==> config.mk <==
export PLATFORM = sky130hd
export DESIGN_NAME = ram_burst_reader_flat
export DESIGN_NICKNAME = d
export VERILOG_FILES = /design/src/rtl/ram_burst_reader_pkg.sv /design/src/rtl/ram_burst_reader_if.sv /design/src/rtl/ram_burst_reader_fifo2.sv /design/src/rtl/ram_burst_reader.sv /design/src/flat_wrapper.sv
export SDC_FILE = /design/constraint.sdc
export NUM_CORES = 1
export LEC_CHECK = 0
export BUFFER_PORTS_ARGS = -buffer_cell sky130_fd_sc_hd__buf_2
export CAP_MARGIN = 10
export CORE_MARGIN = 3
export CORE_UTILIZATION = 45
export DETAILED_ROUTE_END_ITERATION = 10
export PLACE_DENSITY = 0.7
export SYNTH_ARGS = -nofsm -noshare
export SYNTH_HDL_FRONTEND = slang
export SYNTH_SLANG_ARGS = --single-unit
==> constraint.sdc <==
create_clock -name clk -period 1.8 [get_ports clk]
set_input_delay 0.09 -clock clk [delete_from_list [all_inputs] [get_ports clk]]
set_output_delay 0.09 -clock clk [all_outputs]
set_load 0.1 [all_outputs]
==> src/rtl/ram_burst_reader_pkg.sv <==
// Shared types and helpers for the RAM burst reader family.
package ram_burst_reader_pkg;

    localparam int DEF_ADDR_WIDTH = 4;
    localparam int DEF_DATA_WIDTH = 8;
    localparam int DEF_DEPTH      = 1 << DEF_ADDR_WIDTH;
    localparam int FIFO_DEPTH     = 2;

    typedef enum logic [1:0] {
        ST_IDLE  = 2'd0,
        ST_READ  = 2'd1,
        ST_DRAIN = 2'd2
    } burst_state_e;

    // A new read may only be issued if its data is guaranteed a FIFO slot
    // when it returns: words buffered plus words in flight stay below the
    // FIFO depth, or sit exactly at it while a word leaves this cycle.
    function automatic logic creditOk(input logic [1:0] fifoCount,
                                      input logic       inflight,
                                      input logic       popNow);
        logic [2:0] pending;
        pending = {1'b0, fifoCount} + {2'b00, inflight};
        return (pending < 3'(FIFO_DEPTH)) ||
               ((pending == 3'(FIFO_DEPTH)) && popNow);
    endfunction

endpackage

==> src/rtl/ram_burst_reader_if.sv <==
// Control, RAM read port and output stream signals of the burst reader.
interface ram_burst_reader_if
    import ram_burst_reader_pkg::*;
#(
    parameter int addr_width = DEF_ADDR_WIDTH,
    parameter int data_width = DEF_DATA_WIDTH
);
    logic                  start;
    logic [addr_width-1:0] base_addr;
    logic [addr_width:0]   burst_len;
    logic                  busy;
    logic                  done;
    logic [addr_width-1:0] ram_addr;
    logic                  ram_en;
    logic [data_width-1:0] ram_data;
    logic [data_width-1:0] out_data;
    logic                  out_valid;
    logic                  out_ready;
    logic                  out_last;

    modport slave (
        input  start, base_addr, burst_len, ram_data, out_ready,
        output busy, done, ram_addr, ram_en, out_data, out_valid, out_last
    );

    modport master (
        output start, base_addr, burst_len, ram_data, out_ready,
        input  busy, done, ram_addr, ram_en, out_data, out_valid, out_last
    );
endinterface

==> src/rtl/ram_burst_reader_fifo2.sv <==
// Two-entry registered FIFO buffering RAM read data for the output stream.
module ram_rd_fifo2 #(
    parameter int width = 9
) (
    input  logic             clk,
    input  logic             rst,
    input  logic             push_i,
    input  logic [width-1:0] pushData_i,
    input  logic             pop_i,
    output logic [width-1:0] popData_o,
    output logic [1:0]       count_o,
    output logic             valid_o
);
    logic [width-1:0] mem_q [2];
    logic             wrPtr_q, wrPtr_d;
    logic             rdPtr_q, rdPtr_d;
    logic [1:0]       count_q, count_d;
    logic             doPush, doPop;

    // Pointer and occupancy update; a push into a full FIFO is only taken
    // when a pop frees a slot in the same cycle.
    always_comb begin
        wrPtr_d = wrPtr_q;
        rdPtr_d = rdPtr_q;
        doPop   = pop_i && (count_q != 2'd0);
        doPush  = push_i && ((count_q != 2'd2) || doPop);
        if (doPush) begin
            wrPtr_d = ~wrPtr_q;
        end
        if (doPop) begin
            rdPtr_d = ~rdPtr_q;
        end
        count_d = count_q + {1'b0, doPush} - {1'b0, doPop};
    end

    // Storage and pointer registers; reset empties the FIFO and clears data.
    always_ff @(posedge clk) begin
        if (rst) begin
            mem_q[0] <= '0;
            mem_q[1] <= '0;
            wrPtr_q  <= 1'b0;
            rdPtr_q  <= 1'b0;
            count_q  <= 2'd0;
        end else begin
            if (doPush) begin
                mem_q[wrPtr_q] <= pushData_i;
            end
            wrPtr_q <= wrPtr_d;
            rdPtr_q <= rdPtr_d;
            count_q <= count_d;
        end
    end

    assign popData_o = mem_q[rdPtr_q];
    assign count_o   = count_q;
    assign valid_o   = (count_q != 2'd0);
endmodule

==> src/rtl/ram_burst_reader.sv <==
// Streams a burst of consecutive RAM words onto a valid/ready output.
module ram_burst_reader
    import ram_burst_reader_pkg::*;
#(
    parameter int addr_width = DEF_ADDR_WIDTH,
    parameter int data_width = DEF_DATA_WIDTH,
    parameter int depth      = 1 << addr_width
) (
    input  logic                clk,
    input  logic                rst,
    ram_burst_reader_if.slave   bus
);
    burst_state_e          state_q, state_d;
    logic [addr_width-1:0] addr_q, addr_d;
    logic [addr_width:0]   remain_q, remain_d;
    logic                  inflight_q, inflight_d;
    logic                  inflightLast_q, inflightLast_d;
    logic                  done_q, done_d;
    logic                  issue;
    logic                  pop;
    logic                  fifoValid;
    logic [1:0]            fifoCount;
    logic [data_width:0]   headEntry;

    // Each FIFO entry carries the data word plus its end-of-burst flag.
    ram_rd_fifo2 #(.width(data_width + 1)) u_fifo (
        .clk        (clk),
        .rst        (rst),
        .push_i     (inflight_q),
        .pushData_i ({inflightLast_q, bus.ram_data}),
        .pop_i      (pop),
        .popData_o  (headEntry),
        .count_o    (fifoCount),
        .valid_o    (fifoValid)
    );

    assign pop = fifoValid && bus.out_ready;

    // Burst sequencing: latch the request, issue reads under credit, then
    // wait for the tagged final word to leave before signalling done.
    always_comb begin
        state_d        = state_q;
        addr_d         = addr_q;
        remain_d       = remain_q;
        inflight_d     = 1'b0;
        inflightLast_d = 1'b0;
        done_d         = 1'b0;
        issue          = 1'b0;
        case (state_q)
            ST_IDLE: begin
                if (bus.start) begin
                    addr_d   = bus.base_addr;
                    remain_d = bus.burst_len;
                    if (bus.burst_len == '0) begin
                        done_d = 1'b1;
                    end else begin
                        state_d = ST_READ;
                    end
                end
            end
            ST_READ: begin
                if ((remain_q != '0) && creditOk(fifoCount, inflight_q, pop)) begin
                    issue          = 1'b1;
                    addr_d         = addr_width'((int'(addr_q) + 1) % depth);
                    remain_d       = remain_q - (addr_width + 1)'(1);
                    inflight_d     = 1'b1;
                    inflightLast_d = (remain_q == (addr_width + 1)'(1));
                    if (remain_q == (addr_width + 1)'(1)) begin
                        state_d = ST_DRAIN;
                    end
                end
            end
            ST_DRAIN: begin
                if (pop && headEntry[data_width]) begin
                    state_d = ST_IDLE;
                    done_d  = 1'b1;
                end
            end
            default: begin
                state_d = ST_IDLE;
            end
        endcase
    end

    // Sequencer registers; reset abandons any burst and drops in-flight data.
    always_ff @(posedge clk) begin
        if (rst) begin
            state_q        <= ST_IDLE;
            addr_q         <= '0;
            remain_q       <= '0;
            inflight_q     <= 1'b0;
            inflightLast_q <= 1'b0;
            done_q         <= 1'b0;
        end else begin
            state_q        <= state_d;
            addr_q         <= addr_d;
            remain_q       <= remain_d;
            inflight_q     <= inflight_d;
            inflightLast_q <= inflightLast_d;
            done_q         <= done_d;
        end
    end

    assign bus.busy      = (state_q != ST_IDLE);
    assign bus.done      = done_q;
    assign bus.ram_en    = issue;
    assign bus.ram_addr  = addr_q;
    assign bus.out_valid = fifoValid;
    assign bus.out_data  = headEntry[data_width-1:0];
    assign bus.out_last  = fifoValid && headEntry[data_width];
endmodule

==> src/flat_wrapper.sv <==
// flat-port wrapper written by rule: the top's interface ports become plain ports
module ram_burst_reader_flat import ram_burst_reader_pkg::*;
#(
    parameter int addr_width = DEF_ADDR_WIDTH,
    parameter int data_width = DEF_DATA_WIDTH,
    parameter int depth      = 1 << addr_width
)
  (clk, rst, bus_start, bus_base_addr, bus_burst_len, bus_ram_data, bus_out_ready, bus_busy, bus_done, bus_ram_addr, bus_ram_en, bus_out_data, bus_out_valid, bus_out_last);
  ram_burst_reader_if #(.addr_width(addr_width), .data_width(data_width)) bus_i ();
  input  logic clk;
  input  logic rst;
  input wire logic [$bits(bus_i.start)-1:0] bus_start;
  input wire logic [$bits(bus_i.base_addr)-1:0] bus_base_addr;
  input wire logic [$bits(bus_i.burst_len)-1:0] bus_burst_len;
  input wire logic [$bits(bus_i.ram_data)-1:0] bus_ram_data;
  input wire logic [$bits(bus_i.out_ready)-1:0] bus_out_ready;
  output wire logic [$bits(bus_i.busy)-1:0] bus_busy;
  output wire logic [$bits(bus_i.done)-1:0] bus_done;
  output wire logic [$bits(bus_i.ram_addr)-1:0] bus_ram_addr;
  output wire logic [$bits(bus_i.ram_en)-1:0] bus_ram_en;
  output wire logic [$bits(bus_i.out_data)-1:0] bus_out_data;
  output wire logic [$bits(bus_i.out_valid)-1:0] bus_out_valid;
  output wire logic [$bits(bus_i.out_last)-1:0] bus_out_last;
  assign bus_i.start = bus_start;
  assign bus_i.base_addr = bus_base_addr;
  assign bus_i.burst_len = bus_burst_len;
  assign bus_i.ram_data = bus_ram_data;
  assign bus_i.out_ready = bus_out_ready;
  assign bus_busy = bus_i.busy;
  assign bus_done = bus_i.done;
  assign bus_ram_addr = bus_i.ram_addr;
  assign bus_ram_en = bus_i.ram_en;
  assign bus_out_data = bus_i.out_data;
  assign bus_out_valid = bus_i.out_valid;
  assign bus_out_last = bus_i.out_last;
  ram_burst_reader #(.addr_width(addr_width), .data_width(data_width), .depth(depth)) u_core (.clk(clk), .rst(rst), .bus(bus_i));
endmodule
---- Word level (Yosys, flattened, before mapping) ----
Memory sizes are Yosys's and may differ from the RTL's. A register that Yosys moved wholly into a read port is not among the register bits.
Index checks and enable logic that the tools add are counted.
storage, ports and cells
  RAM bits ................................ 18
  word-level logic and storage cells ...... 77
  memories kept ........................... 1
  register bits ........................... 18
  bits in read-only memories .............. 0
  bits of input ports ..................... 21
  bits in latches ......................... 0
  output and inout bits ................... 17
memories
  memory               words  bits a word  rd ports  clocked after memory_dff  write ports  line                          source
  u_core.u_fifo.mem_q  2      9            1         1                         2            ram_burst_reader_fifo2.sv:14  logic [width-1:0] mem_q [2];
cells by class
  shifts and indexed selects .............. 0
  $mul .................................... 0
  add/sub/neg operators ................... 5
  muxes and demuxes ....................... 28
  div/mod/pow operators ................... 0
  reductions and logical operators ........ 19
  equality and inequality tests ........... 10
  bitwise gates (word level) .............. 4
  $lt $le $gt $ge ......................... 1
operators by type and width
  kind                 number
  $mux 1               14
  $mux 2               5
  $mux 5               2
  $pmux 5 s2           1
  $mux 9               1
  $reduce_or 9->1      1
  $mux 4               2
  $pmux 4 s2           1
  $logic_and 1x1->1    7
  $ne 2x1->1 const B   3
  $ne 2x2->1 const B   3
  $pmux 2 s3           1
  $reduce_bool 2->1    3
  $eq 5x1->1 const B   1
  $logic_not 5->1      1
  $reduce_and 5->1     1
  $reduce_bool 5->1    1
  $sub 5x1->5 const B  1
  $add 4x1->4 const B  1
  $not 1->1            4
  $add 2x1->3          1
  $eq 3x2->1 const B   1
  $lt 3x2->1 const B   1
  $reduce_and 3->1     1
  other kinds (8)      9

---- Logic depth before layout (Yosys ltp) ----
Gate-level depths: netlist of the first run.
  depth after elaboration ................. 10
  mapped depth ............................ 9
  mapped depth without buffers ............ 8

---- By module ----
Synthesis of the first run repeated with hierarchy kept, for this count alone.
unflattened totals
  cell total of the unflattened synthesis .. 188
  area total of the unflattened synthesis .. 1999.4 um^2
by module, submodules not included
  module            instances  area each (um^2)  cells an instance  seq. area each (um^2)
  ram_rd_fifo2      1          1057.3            73                 640.6
  ram_burst_reader  1          942.2             115                280.3

---- Least setup slack after synthesis of the first run ----
Ideal clock, no wire load.
  path type ............................... flip-flop to output port
  start ................................... register u_core.u_fifo.count_q[0] (netlist: u_core.u_fifo.count_o[0])
  end ..................................... output bus_ram_en
  path buffers ............................ 0
  required time ........................... 1.710 ns
  arrival ................................. 2.634 ns
  setup slack ............................. -0.924 ns
  stages on the path, launching flop included .. 8
  path through ............................ dfxtp_1 -> ha_1 -> inv_1 -> ha_1 -> nor3b_1 -> a21oi_1 -> or2b_1 -> nor2_1
between the ends
  word-level cells in the longest chain between the ends .. 7
  elaborated cells on any way between the ends .. 10
  classes of those cells .................. 1 x add/sub; 1 x order compare; 1 x eq/ne; 2 x mux; 5 x reduce/logical
ends and longest elaborated chain
  what                                                 line                          source
  start: declaration                                   ram_burst_reader_fifo2.sv:17  logic [1:0] count_q, count_d;
  start signal: assignment                             ram_burst_reader_fifo2.sv:50  count_q <= count_d;
  branches (longest 3 deep; another with $add 2x1->3)  n/a
  $logic_or 1x1->1 (*)                                 ram_burst_reader_pkg.sv:23    return (pending < 3'(FIFO_DEPTH)) ||
  $logic_and 1x1->1 (*)                                ram_burst_reader.sv:62        if ((remain_q != '0) && creditOk(fifoCount, inflight_q, pop)) begin
  $mux 1 (*)                                           ram_burst_reader.sv:62
  $mux 1 (*)                                           ram_burst_reader.sv:49        case (state_q)
  end: declaration                                     flat_wrapper.sv:20            output wire logic [$bits(bus_i.ram_en)-1:0] bus_ram_en;
Every way passes the cells marked *.

---- Worst setup path after layout of the first run ----
  start ................................... register u_core.u_fifo.count_q[0] (netlist: u_core.u_fifo.count_o[0])
  end ..................................... register u_core.addr_q[0] (netlist: u_core.bus.ram_addr[0])
between the ends
  word-level cells in the longest chain between the ends .. 7
  elaborated cells on any way between the ends .. 10
  classes of those cells .................. 1 x add/sub; 1 x order compare; 2 x eq/ne; 6 x reduce/logical
ends and longest elaborated chain
  what                                                 line                        source
  branches (longest 3 deep; another with $add 2x1->3)  n/a
  $logic_or 1x1->1 (*)                                 ram_burst_reader_pkg.sv:23
  $logic_and 1x1->1 (*)                                ram_burst_reader.sv:62
  $ne 2x1->1 (no source line) (*)                      n/a
  $reduce_and 3->1 (no source line) (*)                n/a
  end signal: assignment                               ram_burst_reader.sv:96      addr_q <= addr_d;
  end: declaration                                     ram_burst_reader.sv:14      logic [addr_width-1:0] addr_q, addr_d;
Marked as above.
A chain may end at the register's enable or synchronous reset.

==> flow_metrics.env, run 1 <==
export IMPL_final_util=0.681
export IMPL_final_max_slew_viol_count=0
export IMPL_required_ns=2.02
export IMPL_track_usage=0.170
export IMPL_synth_xor_area_share=0.0188
export IMPL_port_buffers=37
export IMPL_fin_nets=275
export IMPL_place_congestion=0.840
export IMPL_fin_crit_sh=1.16
export IMPL_synth_compound_area_frac=0.110
export IMPL_n_antenna_cell=0
export IMPL_relSlewSlack=0.635
export IMPL_dr_first_iter_drc_count=79
export IMPL_multiInputGateArea_um2=1030
export IMPL_synthesis_nets=212
export IMPL_crit_type="register to register"
export IMPL_num_vias=1526
export IMPL_holdPathStages=2
export IMPL_cts_made_buffers=5
export IMPL_drtPass1Iterations=4
export IMPL_seqCellArea_um2=928
export IMPL_syn_area_um2=1860
export IMPL_ir_drop_uv=600
export IMPL_die_area_um2=4940
export IMPL_fin_crit_ns=2.09
export IMPL_critical_path_max_fanout=8
export IMPL_timing_fmax_ghz=0.478
export IMPL_antenna_found_initial=0
export IMPL_grt_pass1_wl_um=6610
export IMPL_r2r_end="u_core.bus.ram_addr[0]"
export IMPL_ctsHoldBuffers=0
export IMPL_r2r_setup_slack_ns=-0.29
export IMPL_critPathTopFamily="simple AND/OR/NAND/NOR gates"
export IMPL_hold_ws_ns=0.0882
export IMPL_met1_length_um=1860
export IMPL_crit_path_max_incr_delay_ns=0.37
export IMPL_core_area_um2=3830
export IMPL_outcome="finished, violations left"
export IMPL_n_fill_cell=308
export IMPL_root_buffer="clkbuf_8"
export IMPL_synth_seq_cells=37
export IMPL_final_cells=294
export IMPL_syn2layout_area_growth_pct=39.9
export IMPL_wire_per_inst_um=14.4
export IMPL_route_met2_wl_um=2170
export IMPL_r2r_cells=10
export IMPL_syn_area_per_cell_um2=10.2
export IMPL_drcViolationCount=0
export IMPL_power_leakage_nw=1.12
export IMPL_grt_pass1_vias=1525
export IMPL_vias_per_cell=5.19
export IMPL_route_final_wire_length_um=4230
export IMPL_synth_seq_area_share=0.495
export IMPL_worstPathCellList="ha_4 > inv_2 > ha_4 > nor3b_4 > buf_4 > and4_4 > nor2_4 > buf_12 > or3_4 > a21oi_2"
export IMPL_critPathArrivalTime_ns=2.31
export IMPL_min_path_type="input pin to register"
export IMPL_path_clk_slew_ns=0.08
export IMPL_clock_path_buffers=2
export IMPL_place_inst=282
export IMPL_synth_top_family_by_area="simple AND/OR/NAND/NOR gates"
export IMPL_cts_tree="yes"
export IMPL_final_common_cell="buf_2"
export IMPL_cp_num_cells=10
export IMPL_violations="negative setup slack"
export IMPL_dr_max_layer_used="met4"
export IMPL_die_w_um=70.3
export IMPL_crit_path_end_kind="register"
export IMPL_r2r_start="u_core.u_fifo.count_o[0]"
export IMPL_worst_slew_pin_slew_ns=0.548
export IMPL_fp_dieH_um=70.3
export IMPL_finalSetupViolations=12
export IMPL_holdPathEnd="u_core.u_fifo.mem_q[1][7]"
export IMPL_crit_path_frequent_cell="ha_4"
export IMPL_grt_max_degree=26
export IMPL_ys_warn_count=0
export IMPL_htree_levels=2
export IMPL_hp_start="bus_ram_data[7]"
export IMPL_rsz0062_at_grt="true"
export IMPL_async_flop_share=0
export IMPL_antenna_left=0
export IMPL_grt_ovfl_total=0
export IMPL_fin_skew_ns=0.00588
export IMPL_slowest_stage="dfxtp_2"
export IMPL_synth_simple_area_share=0.222
export IMPL_synthCells=182
export IMPL_cts_sinks=37
export IMPL_clock_latency_ns=0.28
export IMPL_cp_start_kind="register"
export IMPL_row_count=22
export IMPL_ys_flop_type="dfxtp_1"
export IMPL_cap_violations=0
export IMPL_power_density_nw_per_um2=1340
export IMPL_synth_edf_count=18
export IMPL_dp_hpwl_um=2800
export IMPL_synth_distinct_cells=38
export IMPL_power_total_w=0.00349
export IMPL_synthMuxAreaShare=0.0591
export IMPL_fin_ws_ns=-0.292
export IMPL_drive_gt1_frac=0.488
export IMPL_final_cell_mix="36 x buf_2, 24 x buf_4, 18 x and2_1, 18 x edfxtp_1, 13 x dfxtp_1"
export IMPL_hold_viol_final=0
export IMPL_synthAdderAreaFrac=0.0605
export IMPL_wl_met3_um=143
export IMPL_ios=38
export IMPL_initial_utilization=0.487
export IMPL_crit_buf_inv=3
-- kinds of logic (layout without fill, tap and decap cells) --
family | Yosys count | after routing
compound gates | 33 | 33
buf+inv | 15 | 79
mux | 10 | 10
xor+xnor | 4 | 4
flops | 37 | 37
fa+ha+maj | 9 | 9
simple gates | 74 | 74
-- worst max-delay path by stage --
stage / startpoint / endpoint / slack, ns
6_report: u_core.u_fifo.count_o[0] / u_core.bus.ram_addr[0] / -0.29
5_1_grt: u_core.u_fifo.count_o[0] / bus_ram_en / -0.39
4_1_cts: u_core.inflight_q / bus_ram_en / -0.29
3_5_place_dp: u_core.inflight_q / u_core.bus.ram_addr[0] / -0.16
3_3_place_gp: u_core.inflight_q / u_core.bus.ram_addr[0] / -0.09
2_1_floorplan: u_core.u_fifo.count_o[0] / bus_ram_en / -0.08
-- worst register-to-register path: cells and delay by family, from the launching register on --
kind            cells  cell delay (ns)
flops               1             0.37
buf+inv             3             0.31
fa+ha+maj           2             0.40
simple gates        4             0.84
compound gates      1             0.11
-- cell usage after synthesis, types with 3 or more instances --
master     n  area, um^2
a21oi_1   14        70.1
and2_1    18         113
clkbuf_1   6        22.5
dfxtp_1   19         380
edfxtp_1  18         541
ha_1       9         113
inv_1      7        26.3
mux2_2     8        90.1
nand2_1    9        33.8
nand2b_1   3        18.8
nor2_1    14        52.6
nor2b_1    7        43.8
nor3_1     7        35.0
nor3b_1    4        30.0
o21ai_0    5        25.0
xnor2_1    3        26.3
-- state kept, by name, indices dropped and copies added, names as in the netlist, named ones only --
signal,count
u_core.u_fifo.mem_q,18
u_core.u_fifo.wrPtr_q,1
u_core.bus.ram_addr,4
u_core.u_fifo.rdPtr_q,1
u_core.remain_q,5
u_core.u_fifo.count_o,2
u_core.inflight_q,1
u_core.state_q,2
u_core.bus.done,1
u_core.inflightLast_q,1
-- per-layer routing --
metal | vias up | global-route usage
li1 | 763 | -
met5 | - | 0
met3 | 6 | 0.0489
met2 | 28 | 0.298
met1 | 729 | 0.190
met4 | 0 | 0.0681
-- repair_timing --
| action | in CTS | in global routing |
|---|---|---|
| endpoints found under the hold margin | 0 | 0 |
| endpoints found under the setup margin | 11 | 33 |
| resized for setup | 8 | 27 |
| buffers inserted | 2 | 2 |
| pin swaps | 5 | 13 |
-- stage by stage --
| step | cell area, um^2 | setup slack (ns) | TNS, ns |
|---|---|---|---|
| floorplan | 1890 | -0.0848 | -0.199 |
| global placement | 2290 | -0.0938 | -0.310 |
| detailed placement | 2290 | -0.160 | -0.748 |
| CTS | 2480 | -0.290 | -1.41 |
| global route | 2610 | -0.394 | -3.21 |
| finish | 2610 | -0.292 | -2.02 |
-- power breakdown --
group | switching, W | internal [W]
logic | 0.00101 | 0.000542
clock network | 0.000305 | 0.000558
registers | 0.0000867 | 0.000991
-- cell type report --
class / count / area share
inverters: 7 / 0.0101
clock buffers: 5 / 0.0264
multi-input cells: 130 / 0.395
flip-flops and latches: 37 / 0.356
clock inverters: 3 / 0.0264
well taps: 48 / 0.0231
repair buffers: 64 / 0.162
Note: power is estimated with default switching activity, not from simulation.
==> run 2: changes to the inputs <==
GPL_TIMING_DRIVEN = 0   (was unset)
HOLD_SLACK_MARGIN = 0.12   (was unset)
==> run 2 against run 1 <==
The run still ends with negative setup slack left. Final cell count rose by 1.0%. Critical path depth shrank 2. Count of clock-buffer cells in the layout stayed put. Power is 4.4% lower. Setup slack gained 0.091 ns. Utilization grew 0.82 points. Register-to-register slack improved by 0.10 ns. Routed wire length shrank 2.0%. Clock skew down 0.0014 ns. Clock power down 16%. Die area unchanged. Sequential share of layout area decreased by 0.28 points. Critical path type is now register to primary output. Critical endpoint is now bus_ram_en.
==> flow_metrics.env, run 2 (same netlist as run 1, synthesis figures left out) <==
export IMPL_n_antenna_cell=0
export IMPL_r2r_cells=11
export IMPL_crit_type="register to primary output"
export IMPL_htree_levels=2
export IMPL_power_total_w=0.00334
export IMPL_crit_path_end_kind="primary output"
export IMPL_final_max_slew_viol_count=0
export IMPL_fin_skew_ns=0.00448
export IMPL_hold_viol_final=0
export IMPL_worst_slew_pin_slew_ns=0.532
export IMPL_r2r_end="u_core.remain_q[0]"
export IMPL_cp_start_kind="register"
export IMPL_port_buffers=36
export IMPL_final_cells=297
export IMPL_clockPowerShare=0.216
export IMPL_core_area_um2=3830
export IMPL_swShare=0.421
export IMPL_top_register="u_core.u_fifo.mem_q"
export IMPL_critical_path_max_fanout=2
export IMPL_hp_start="bus_base_addr[1]"
export IMPL_cap_violations=0
export IMPL_clock_latency_ns=0.29
export IMPL_design_area_um2=2640
export IMPL_antenna_found_initial=0
export IMPL_drtPass1Iterations=4
export IMPL_grt_max_degree=14
export IMPL_grt_pass1_vias=1378
export IMPL_power_density_nw_per_um2=1270
export IMPL_cts_made_buffers=5
export IMPL_die_w_um=70.3
export IMPL_fp_dieH_um=70.3
export IMPL_p_int_w=0.00193
export IMPL_final_common_cell="buf_2"
export IMPL_rsz0062_at_grt="true"
export IMPL_root_buffer="clkbuf_8"
export IMPL_drive_gt1_frac=0.442
export IMPL_drcViolationCount=0
export IMPL_min_path_type="input pin to register"
export IMPL_pwr_share_seq=0.326
export IMPL_final_cell_mix="34 x buf_2, 18 x and2_1, 18 x edfxtp_1, 13 x buf_4, 12 x dfxtp_1"
export IMPL_initial_utilization=0.487
export IMPL_required_ns=1.71
export IMPL_wire_per_inst_um=14.0
export IMPL_ir_drop_uv=700
export IMPL_path_clk_slew_ns=0.08
export IMPL_ios=38
export IMPL_grt_pass1_wl_um=6640
export IMPL_grt_ovfl_total=0
export IMPL_n_fill_cell=286
export IMPL_num_vias=1507
export IMPL_fin_crit_sh=1.11
export IMPL_cts_sinks=37
export IMPL_relSlewSlack=0.645
export IMPL_finalSetupViolations=13
export IMPL_route_final_wire_length_um=4150
export IMPL_fin_ws_ns=-0.201
export IMPL_clock_path_buffers=2
export IMPL_timing_fmax_ghz=0.500
export IMPL_holdPathStages=5
export IMPL_fin_nets=278
export IMPL_cts_tree="yes"
export IMPL_dr_first_iter_drc_count=81
export IMPL_row_count=22
export IMPL_antenna_left=0
export IMPL_violations="negative setup slack"
export IMPL_die_area_um2=4940
export IMPL_dp_hpwl_um=2640
export IMPL_outcome="finished, violations left"
export IMPL_place_congestion=0.817
export IMPL_holdPathEnd="u_core.bus.ram_addr[1]"
export IMPL_placed_area_um2=2130
export IMPL_p_sw_w=0.00141
export IMPL_vias_per_cell=5.07
export IMPL_r2r_setup_slack_ns=-0.19
export IMPL_power_leakage_nw=1.10
export IMPL_pwr_share_comb=0.458
export IMPL_track_usage=0.169
export IMPL_largest_reg_flops=18
export IMPL_r2r_start="u_core.inflight_q"
export IMPL_syn2layout_area_growth_pct=41.6
export IMPL_fin_crit_ns=2.00
export IMPL_critPathArrivalTime_ns=1.91
export IMPL_place_inst=266
==> run 2: changes by cell type in the layout (fill, tap and decap cells not counted), moves of 2 or more <==
cell	delta
o21ai_4	-2
a21oi_2	-5
a21oi_1	+5
buf_2	-2
ha_1	-2
clkbuf_1	+5
buf_6	+2
buf_4	-11
dlygate4sd3_1	+8
==> run 2: routing by layer <==
| layer | wire length (um) | share of wire | GRT usage |
|---|---|---|---|
| met5 | 0 | 0 | 0 |
| met4 | 48 | 0.012 | 0.0319 |
| met3 | 172 | 0.041 | 0.0460 |
| met2 | 2130 | 0.51 | 0.286 |
| met1 | 1790 | 0.43 | 0.216 |
==> run 2: critical path, cell delays in order, from the launching register on <==
cell and delay (ns):
dfxtp_2 0.36, ha_4 0.15, inv_2 0.04, ha_4 0.25, nor3b_4 0.19, a21oi_2 0.07, or2b_1 0.27, nor2_4 0.11
buf_12 0.18
==> run 2: cell type report <==
class,count,area [um^2],share of cell area
sequential,37,932,0.354
tap,48,60.1,0.0228
clock inverter,3,46.3,0.0176
timing repair buffer,60,409,0.155
inverter,7,26.3,0.00997
buffer,7,35.0,0.0133
multi-input combinational,130,1060,0.402
clock buffer,5,68.8,0.0261
==> run 2: stage by stage <==
stage / hold WS [ns] / setup WS, ns / util / setup TNS (ns)
3_3_place_gp: 0.380 / -0.348 / 0.556 / -7.44
3_5_place_dp: 0.386 / -0.324 / 0.556 / -7.01
6_report: 0.137 / -0.201 / 0.689 / -1.70
5_1_grt: 0.189 / -0.296 / 0.689 / -2.88
2_1_floorplan: 0.288 / -0.0848 / - / -0.199
4_1_cts: 0.123 / -0.206 / 0.645 / -1.76
==> run 2: repair_timing <==
item	in CTS	in global routing
setup endpoints to repair	60	37
hold buffers	8	0
resized for setup	22	24
buffers inserted	8	7
pin swaps	14	14
endpoints found under the hold margin	16	0
gates cloned	1	0
==> run 2: how the worst max path moves through the flow <==
stage / start / end / slack, ns
final: u_core.inflight_q / bus_ram_en / -0.20
after global routing: u_core.remain_q[1] / u_core.bus.ram_addr[1] / -0.30
after CTS: u_core.inflight_q / bus_ram_en / -0.21
after detailed placement: u_core.u_fifo.count_o[1] / u_core.u_fifo.mem_q[1][5] / -0.32
after global placement: u_core.u_fifo.count_o[1] / u_core.u_fifo.mem_q[1][5] / -0.35
after floorplan: u_core.u_fifo.count_o[0] / bus_ram_en / -0.08
==> run 2: power groups by stage <==
stage               registers [W]  logic (W)  clock network (W)
floorplan                 0.00115   0.000967                  0
global placement          0.00107    0.00124                  0
detailed placement        0.00108    0.00124                  0
CTS                       0.00108    0.00136           0.000736
global route              0.00110    0.00163           0.000781
finish                    0.00109    0.00153           0.000722
==> run 3: changes to the inputs <==
CELL_PAD_IN_SITES_DETAIL_PLACEMENT = 0   (was unset)
CELL_PAD_IN_SITES_GLOBAL_PLACEMENT = 1   (was unset)
CORE_UTILIZATION = 38   (was 45)
PLACE_DENSITY = unset   (was 0.7)
PLACE_DENSITY_LB_ADDON = 0.1   (was unset)
SKIP_CTS_REPAIR_TIMING = 1   (was unset)
SYNTH_HIERARCHICAL = 1   (was unset)
==> run 3 against run 2 <==
Critical path depth rose by 2. Global-route usage fell by 1.9 points. Non-clock buffer count rose by 4. Clock skew rose by 0.0012 ns. Largest cell class unchanged. Sequential share of layout area fell by 3.6 points. Critical endpoint is now u_core/u_fifo/count_o[1]. The run still ends with negative setup slack left.
==> flow_metrics.env, run 3 <==
export IMPL_outcome="finished, violations left"
export IMPL_violations="negative setup slack"
export IMPL_path_clk_slew_ns=0.08
export IMPL_synth_distinct_cells=46
export IMPL_power_total_w=0.00274
export IMPL_min_path_type="input pin to register"
export IMPL_fp_dieH_um=78.5
export IMPL_fin_crit_sh=1.16
export IMPL_drcViolationCount=0
export IMPL_r2r_start="u_core/u_fifo/count_o[0]"
export IMPL_final_common_cell="buf_2"
export IMPL_synth_edf_count=18
export IMPL_slowest_stage="dfxtp_4"
export IMPL_async_flop_share=0
export IMPL_fin_tns_setup_ns=-1.93
export IMPL_vias_per_cell=5.06
export IMPL_n_fill_cell=405
export IMPL_htree_levels=2
export IMPL_fin_ws_ns=-0.288
export IMPL_crit_path_max_incr_delay_ns=0.37
export IMPL_clock_latency_ns=0.29
export IMPL_cts_sinks=37
export IMPL_relSlewSlack=0.502
export IMPL_rsz0062_at_grt="true"
export IMPL_critPathArrivalTime_ns=2.26
export IMPL_fin_crit_ns=2.09
export IMPL_grt_pass1_wl_um=7220
export IMPL_clock_path_buffers=2
export IMPL_row_count=25
export IMPL_synth_top_area_frac=0.270
export IMPL_hold_viol_final=0
export IMPL_power_density_nw_per_um2=927
export IMPL_antenna_found_initial=0
export IMPL_num_vias=1660
export IMPL_required_ns=1.97
export IMPL_place_ws_ns=-0.402
export IMPL_cts_made_buffers=5
export IMPL_port_buffers=37
export IMPL_synthTopCellsByArea="edfxtp_1 27%, dfxtp_1 19%, and2_1 7.2%"
export IMPL_synthCells=188
export IMPL_ys_warn_count=6
export IMPL_syn_area_per_cell_um2=10.6
export IMPL_startpoint="u_core/u_fifo/count_o[0]"
export IMPL_top_register="u_core/u_fifo/mem_q"
export IMPL_placed_area_um2=2330
export IMPL_drtPass1Iterations=4
export IMPL_hp_start="bus_burst_len[4]"
export IMPL_synth_seq_cells=37
export IMPL_worstPathCellList="or2_4 > and2_4 > nor3b_4 > nand2b_4 > ha_4 > inv_2 > ha_4 > xor2_2 > and2_4 > nor3_2"
export IMPL_syn_area_um2=2000
export IMPL_synth_largest_area_cell="edfxtp_1"
export IMPL_largest_reg_flops=18
export IMPL_synth_seq_area_share=0.461
export IMPL_design_area_um2=2960
export IMPL_die_area_um2=6170
export IMPL_fin_nets=290
export IMPL_ir_drop_uv=479
export IMPL_fin_skew_ns=0.00571
export IMPL_grt_pass1_vias=1513
export IMPL_crit_path_end_kind="register"
export IMPL_dp_hpwl_um=3240
export IMPL_power_leakage_nw=1.19
export IMPL_final_cell_mix="37 x buf_2, 18 x edfxtp_1, 14 x dfxtp_1, 13 x and2_1, 11 x and2_4"
export IMPL_die_w_um=78.5
export IMPL_ys_flop_type="dfxtp_1"
export IMPL_dr_first_iter_drc_count=66
export IMPL_wire_per_inst_um=14.7
export IMPL_final_max_slew_viol_count=0
export IMPL_cts_tree="yes"
export IMPL_yosysMostFrequentCell="and2_1"
export IMPL_core_area_um2=4910
export IMPL_drive_gt1_frac=0.521
export IMPL_synth_commonest_cells="23 x and2_1, 19 x dfxtp_1, 18 x edfxtp_1"
export IMPL_worst_slew_pin_slew_ns=0.747
export IMPL_track_usage=0.150
export IMPL_synthesis_nets=218
export IMPL_grt_ovfl_total=0
export IMPL_ios=38
export IMPL_grt_max_degree=14
export IMPL_n_antenna_cell=0
export IMPL_crit_type="register to register"
export IMPL_antenna_left=0
export IMPL_root_buffer="clkbuf_8"
export IMPL_syn2layout_area_growth_pct=47.9
export IMPL_place_congestion=0.821
export IMPL_critical_path_max_fanout=5
export IMPL_finalSetupViolations=25
export IMPL_cap_violations=0
export IMPL_route_final_wire_length_um=4810
export IMPL_cp_start_kind="register"
export IMPL_hold_ws_ns=0.114
export IMPL_initial_utilization=0.407
export IMPL_timing_fmax_ghz=0.479
-- run 3: cell types whose count changed in the layout (fill, tap and decap cells not counted), moves of 4 or more --
cell,before,now
buf_4,13,9
and2_1,18,13
and2_4,0,11
buf_6,4,8
nor2_1,11,7
dfxtp_2,6,0
dfxtp_4,1,5
-- run 3: cell families (layout without fill, tap and decap cells) --
| logic type | count (synthesis) | after routing | share of synthesized area |
|---|---|---|---|
| compound gates | 34 | 35 | 0.129 |
| mux | 9 | 9 | 0.0507 |
| simple gates | 77 | 78 | 0.252 |
| fa+ha+maj | 9 | 9 | 0.0563 |
| flops | 37 | 37 | 0.461 |
| xor+xnor | 2 | 2 | 0.00876 |
| buf+inv | 20 | 91 | 0.0432 |
-- run 3: final cells by class --
cell class | instances | area (um^2) | share of cell area
Clock inverter | 3 | 68.8 | 0.0233
Buffer | 7 | 35.0 | 0.0118
Clock buffer | 5 | 68.8 | 0.0233
Inverter | 12 | 53.8 | 0.0182
Multi-Input combinational cell | 133 | 1250 | 0.421
Sequential cell | 37 | 940 | 0.318
Tap cell | 67 | 83.8 | 0.0284
Timing Repair Buffer | 64 | 460 | 0.156
-- run 3: worst max-delay path: cells and delay by family, from the launching register on --
kind	cells	cell delay, ns
adders and majority gates	2	0.33
xor gates and xnor gates	1	0.14
and+or+nand+nor	6	1.09
DFF	1	0.37
buffers and inverters	1	0.06
-- run 3: final timing paths --
check | end | slack (ns) | cells after the start
max | u_core/u_fifo/count_o[1] | -0.29 | 10
min | u_core/bus.done | 0.11 | 4
max reg2reg | u_core/u_fifo/count_o[1] | -0.29 | 10
min reg2reg | u_core/remain_q[4] | 0.50 | 2
-- run 3: power breakdown --
part,total [W],internal (W),switching [W]
registers,0.00101,0.000948,0.0000577
clock network,0.000875,0.000558,0.000317
logic,0.000860,0.000311,0.000549
-- run 3: metal layers --
layer	share of wire	track usage
met2	0.49	0.239
met3	0.041	0.0470
met5	0	0
met1	0.46	0.193
met4	0.014	0.0472
-- run 3: stage by stage --
step           std cells   util
2_1_floorplan        188      -
3_3_place_gp         292  0.475
3_5_place_dp         292  0.475
4_1_cts              300  0.503
5_1_grt              328  0.602
6_report             328  0.602
